File: src/rtl/edit_sequencer.sv
// rtl/edit_sequencer.sv - front-panel key debounce, screen/edit sequencing and Plus/Minus conditioning
// Optional auto-repeat of held Plus/Minus in edit mode: define EDIT_AUTO_REPEAT_EN.
module edit_sequencer #(
  parameter int DEBOUNCE      = 16,
  parameter int HOLD_CYCLES   = 512,
  parameter int REPEAT_CYCLES = 64,
  parameter int BLINK_HALF    = 256
) (
  input  logic       clk,
  input  logic       reset,
  input  logic       KeyScreen,
  input  logic       KeyEdit,
  input  logic       KeyNext,
  input  logic       KeyPlus,
  input  logic       KeyMinus,
  output logic [1:0] screen,
  output logic       EditMode,
  output logic [2:0] EditPos,
  output logic       KeyPlusOut,
  output logic       KeyMinusOut,
  output logic       Blink
);

  localparam int K_SCREEN = 0;
  localparam int K_EDIT   = 1;
  localparam int K_NEXT   = 2;
  localparam int K_PLUS   = 3;
  localparam int K_MINUS  = 4;
  localparam int DW = (DEBOUNCE > 2) ? $clog2(DEBOUNCE) : 1;
  localparam int BW = (BLINK_HALF > 2) ? $clog2(BLINK_HALF) : 1;

  typedef enum logic {VIEW = 1'b0, EDIT = 1'b1} state_t;

  state_t        state, state_nx;
  logic [1:0]    screen_nx;
  logic [2:0]    pos_nx;
  logic [2:0]    first_pos, last_pos;
  logic          restart;
  logic [4:0]    raw, stable, stable_q, press;
  logic [DW-1:0] db_cnt [5];
  logic [BW-1:0] blink_cnt;
  logic          lock, lock_nx;
  logic [1:0]    rep_pulse;

  assign raw   = {KeyMinus, KeyPlus, KeyNext, KeyEdit, KeyScreen};
  assign press = stable_q & ~stable;

  // Stable value flips only after DEBOUNCE consecutive disagreeing samples.
  always_ff @(posedge clk) begin
    if (reset) begin
      stable   <= '1;
      stable_q <= '1;
      for (int i = 0; i < 5; i++) db_cnt[i] <= '0;
    end else begin
      stable_q <= stable;
      for (int i = 0; i < 5; i++) begin
        if (raw[i] == stable[i]) begin
          db_cnt[i] <= '0;
        end else if (db_cnt[i] == DW'(DEBOUNCE - 1)) begin
          stable[i] <= raw[i];
          db_cnt[i] <= '0;
        end else begin
          db_cnt[i] <= db_cnt[i] + DW'(1);
        end
      end
    end
  end

  always_comb begin
    first_pos = 3'd2;
    last_pos  = 3'd7;
    case (screen)
      2'd1:       begin first_pos = 3'd0; last_pos = 3'd7; end
      2'd2, 2'd3: begin first_pos = 3'd2; last_pos = 3'd5; end
      default:    ;
    endcase
  end

  always_ff @(posedge clk) begin
    if (reset) begin
      state   <= VIEW;
      screen  <= '0;
      EditPos <= '0;
    end else begin
      state   <= state_nx;
      screen  <= screen_nx;
      EditPos <= pos_nx;
    end
  end

  // Only the highest-priority press acts, even when its own action is ignored.
  always_comb begin
    state_nx  = state;
    screen_nx = screen;
    pos_nx    = EditPos;
    restart   = 1'b0;
    if (press[K_EDIT]) begin
      if (stable[K_PLUS] && stable[K_MINUS]) begin
        if (state == VIEW) begin
          state_nx = EDIT;
          pos_nx   = first_pos;
          restart  = 1'b1;
        end else begin
          state_nx = VIEW;
          pos_nx   = 3'd0;
        end
      end
    end else if (press[K_NEXT]) begin
      if (state == EDIT) begin
        pos_nx  = (EditPos == last_pos) ? first_pos : EditPos + 3'd1;
        restart = 1'b1;
      end
    end else if (press[K_SCREEN]) begin
      if (state == VIEW) screen_nx = screen + 2'd1;
    end
  end

  assign EditMode = (state == EDIT);

  always_ff @(posedge clk) begin
    if (reset) begin
      Blink     <= 1'b0;
      blink_cnt <= '0;
    end else if (state_nx != EDIT) begin
      Blink     <= 1'b0;
      blink_cnt <= '0;
    end else if (restart) begin
      Blink     <= 1'b1;
      blink_cnt <= '0;
    end else if (blink_cnt == BW'(BLINK_HALF - 1)) begin
      Blink     <= ~Blink;
      blink_cnt <= '0;
    end else begin
      blink_cnt <= blink_cnt + BW'(1);
    end
  end

`ifdef EDIT_AUTO_REPEAT_EN
  localparam int RW = $clog2(HOLD_CYCLES + REPEAT_CYCLES);

  for (genvar k = 0; k < 2; k++) begin : g_rep
    logic [RW-1:0] cnt, cnt_nx;
    logic          held;
    assign held   = (state == EDIT) & ~stable[K_PLUS + k];
    assign cnt_nx = !held ? '0 :
                    (cnt == RW'(HOLD_CYCLES + REPEAT_CYCLES - 1)) ? RW'(HOLD_CYCLES) :
                    cnt + RW'(1);
    assign rep_pulse[k] = held & (cnt_nx == RW'(HOLD_CYCLES));
    always_ff @(posedge clk) begin
      if (reset) cnt <= '0;
      else       cnt <= cnt_nx;
    end
  end
`else
  // Pure level keys; the repeat timing only matters when auto-repeat is built in.
  assign rep_pulse = {2{(HOLD_CYCLES < 0) || (REPEAT_CYCLES < 0)}};
`endif

  // Once both keys are down, hold both outputs released until both keys are up.
  assign lock_nx = (lock | (~stable[K_PLUS] & ~stable[K_MINUS])) &
                   ~(stable[K_PLUS] & stable[K_MINUS]);

  always_ff @(posedge clk) begin
    if (reset) begin
      lock        <= 1'b0;
      KeyPlusOut  <= 1'b1;
      KeyMinusOut <= 1'b1;
    end else begin
      lock        <= lock_nx;
      KeyPlusOut  <= (state != EDIT) | lock_nx | stable[K_PLUS]  | rep_pulse[0];
      KeyMinusOut <= (state != EDIT) | lock_nx | stable[K_MINUS] | rep_pulse[1];
    end
  end

endmodule

File: config.mk
export PLATFORM = sky130hd
export DESIGN_NAME = edit_sequencer
export DESIGN_NICKNAME = d
export VERILOG_FILES = /design/src/rtl/edit_sequencer.sv
export SDC_FILE = /design/constraint.sdc
export NUM_CORES = 1
export LEC_CHECK = 0
export CAP_MARGIN = 20
export CORE_MARGIN = 10
export CORE_UTILIZATION = 52
export CTS_CLUSTER_SIZE = 25
export DETAILED_ROUTE_END_ITERATION = 16
export GPL_TIMING_DRIVEN = 1
export PLACE_DENSITY = 0.82
export SLEW_MARGIN = 10
export SYNTH_ARGS = -nofsm -noshare
export SYNTH_HDL_FRONTEND = slang
export SYNTH_SLANG_ARGS = --single-unit
export TNS_END_PERCENT = 5
File: constraint.sdc
create_clock -name clk -period 1.5 [get_ports clk]
set_input_delay 0.225 -clock clk [delete_from_list [all_inputs] [get_ports clk]]
set_output_delay 0.225 -clock clk [all_outputs]
set_load 0.005 [all_outputs]
==> results.tsv <==
stage	metric	value	unit
run_status	status	complete, but fails checks	
run_status	violations	negative setup slack	
drt	drc	0	
drt	vias_per_cell	5.02	
global_routing	grt_max_degree	15	
logic_synthesis	synth_seq_cells	46	
floorplan	die_height	84.5	µm
setup_path	max_stage_delay	0.33	ns
clocking	clkLatencyLatePin	0.30	ns
setup_path	reg2reg_from	stable[4]	
logic_synthesis	avgSynthCellArea	10.8	µm²
hold_path	worst_hold_path.endpoint	KeyPlusOut	
final_layout	drive_gt1_frac	0.232	
clocking	cts_buffers	5	
pwr	vdd_drop_max	0.682	mV
drt	wl_per_cell	12.0	µm
final_layout	mostFrequentLayoutCells	nor2_1, edfxtp_1, conb_1	
setup_path	timing.critical_path.from	stable[4]	
timing	finClkSkew	0.00396	ns
clocking	clk_pin_slew	0.08	ns
final_layout	final_common_cell	nor2_1	
logic_synthesis	async_flop_share	0	
global_routing	overflow	0	
global_routing	antenna_found_initial	0	
clocking	clock_path_buffers	2	
global_routing	grt_pass1_wl	6350	µm
final_layout	syn2layout_area_growth	28.7	%
pwr	power_density	852	mW/mm²
hold_path	worstHoldPathCells	2	
setup_path	worstPathArrival	1.84	ns
logic_synthesis	mappedNetlistArea	0.00216	mm²
drt	drt_iter0_drc	67	
global_routing	first_global_vias	1520	
setup_path	crit_slowest_cell	dfxtp_2	
clocking	cts_root_buf	clkbuf_8	
clocking	htree_levels	2	
final_layout	final_nets	276	
logic_synthesis	synth_cell_type_count	43	
setup_path	endpoint_kind	flop	
final_layout	antenna_cells	0	
logic_synthesis	synth-main-ff-cell	dfxtp_1	
drt	dr.pass1.iters	5	
setup_path	crit_chain	and2_4 -> ha_4 -> and3b_2 -> a211oi_4 -> nand3_4 -> nor2_1	
timing	rsz0062_at_grt	true	
final_layout	final.fill_count	305	
timing	min_period	1.60	ns
setup_path	critPathLaunchType	flop	
floorplan	core	0.00400	mm²
setup_path	r2r_slack	-0.1	ns
clocking	cts_tree	done	
floorplan	boundaryPins	16	
logic_synthesis	synth-seq-area-share	0.518	
hold_path	holdCritPathClass	flop to flop	
timing	finalHoldViolCount	0	
setup_path	cp_max_fo	8	
setup_path	required	1.74	ns
timing	setup_tns	-0.637	ns
setup_path	worstSetupPathType	flop to flop	
floorplan	die_x	84.5	µm
flow_run	max_cap_violations	0	
drt	num_vias	1551	
placement	portBuffers	15	
logic_synthesis	ys_warn_count	0	
setup_path	rr_endpoint	blink_cnt[3]	
drt	postRouteAntennaNets	0	
timing	period_share	1.06	
setup_path	reg2reg_depth	6	
floorplan	dieArea	0.00714	mm²
floorplan	row_count	23	
floorplan	start_util	0.541	
final_layout	final_util	0.696	
placement	dp_hpwl	2700	µm
placement	gp_congestion	0.768	
timing	final-setup-viol-count	9	
global_routing	track_usage	0.106	
logic_synthesis	synth_edf_count	20	
hold_path	hold_start	lock	
clocking	cts.sinks	46	
drt	wl	3710	µm
timing	slew_viol_final	0	
timing	fmax	627	MHz
timing	post-route-worst-setup-slack	-0.0953	ns
clocking	hold_buffers	0	
logic_synthesis	syn_inst	201	
pwr	power_leakage	1.13	nW
-- registers in the layout, indices dropped and copies added, names as in the netlist --
name / flops
db_cnt: 20
screen: 2
blink_cnt: 8
stable_q: 3
stable: 5
EditPos: 3
EditMode: 1
KeyPlusOut: 1
lock: 1
KeyMinusOut: 1
Blink: 1
-- kinds of logic (layout without fill, tap and decap cells) --
group,count (synthesis),count (layout),synth area share
muxes,5,5,0.0231
AOI/OAI and AO/OA,16,16,0.0642
xor gates and xnor gates,23,23,0.0931
and+or+nand+nor,84,84,0.203
DFF,46,46,0.518
adders and majority gates,12,12,0.0682
buffers and inverters,14,53,0.0283
other,1,20,0.00173
-- worst max-delay path, delay by kind of cell, from the launching register on --
kind	cells	cell delay, ns
AOI/OAI and AO/OA	1	0.29
adders and majority gates	1	0.22
DFF	1	0.33
and+or+nand+nor	4	0.69
-- repair_timing --
item                                    4_1_cts  5_1_grt
setup buffers                                 2        0
gates cloned                                  0        0
pin swaps                                     9       14
endpoints found under the setup margin       19       25
gates resized for setup                      10       19
-- synthesized netlist by cell type (2+ instances only) --
cell type	n	area, µm²
nor2_1	31	116
dfxtp_1	26	521
edfxtp_1	20	601
xnor2_1	12	105
ha_1	11	138
inv_1	11	41.3
xor2_1	11	96.3
nand3_1	10	50.1
and3_1	6	37.5
nand2_1	6	22.5
mux2i_1	5	50.1
nor2b_1	4	25.0
nor3_1	4	20.0
a211o_1	3	26.3
nand2b_1	3	18.8
or2_2	3	18.8
or3_1	3	18.8
a21oi_1	2	10.0
a31oi_1	2	12.5
and2_1	2	12.5
and3b_1	2	17.5
nand3b_1	2	15.0
nand4_1	2	12.5
-- where the power goes --
part	internal, mW	switching [mW]	total (mW)
logic	0.0893	0.0774	0.167
clock network	0.423	0.408	0.831
registers	1.35	0.0258	1.37
total	1.86	0.511	2.37
-- layout make-up --
| class | instances | area (µm²) | share of cell area |
|---|---|---|---|
| Tap cell | 50 | 62.6 | 0.0225 |
| Clock buffer | 6 | 93.8 | 0.0337 |
| Clock inverter | 2 | 10.0 | 0.00360 |
| Inverter | 11 | 41.3 | 0.0148 |
| Multi-Input combinational cell | 160 | 1140 | 0.409 |
| Sequential cell | 46 | 1130 | 0.406 |
| Timing Repair Buffer | 34 | 309 | 0.111 |
-- how the worst max path moves through the flow --
stage | endpoint | slack [ns] | cells after the start
detailed placement | blink_cnt[3] | -0.09 | 6
global route | blink_cnt[3] | -0.18 | 6
global placement | db_cnt[0][2] | -0.05 | 4
CTS | EditPos[1] | -0.05 | 6
finish | blink_cnt[3] | -0.1 | 6
floorplan | blink_cnt[2] | -0.006 | 6
-- layer usage --
metal,global-route usage,part of all wire
met1,0.116,0.45
met2,0.174,0.49
met3,0.0425,0.044
met4,0.0509,0.019
met5,0,0
-- per-stage QoR --
| stage | setup WS [ns] | total power, mW | cell area (µm²) | hold WS [ns] | instances |
|---|---|---|---|---|---|
| finish | -0.0953 | 2.37 | 2780 | 0.496 | 309 |
| global placement | -0.0467 | 1.55 | 2570 | 0.468 | 299 |
| floorplan | -0.00629 | 1.49 | 2240 | 0.298 | 220 |
| CTS | -0.0459 | 2.39 | 2720 | 0.497 | 309 |
| global route | -0.180 | 2.46 | 2780 | 0.533 | 309 |
| detailed placement | -0.0872 | 1.56 | 2570 | 0.477 | 299 |
Power figures use the tool's default switching activity.
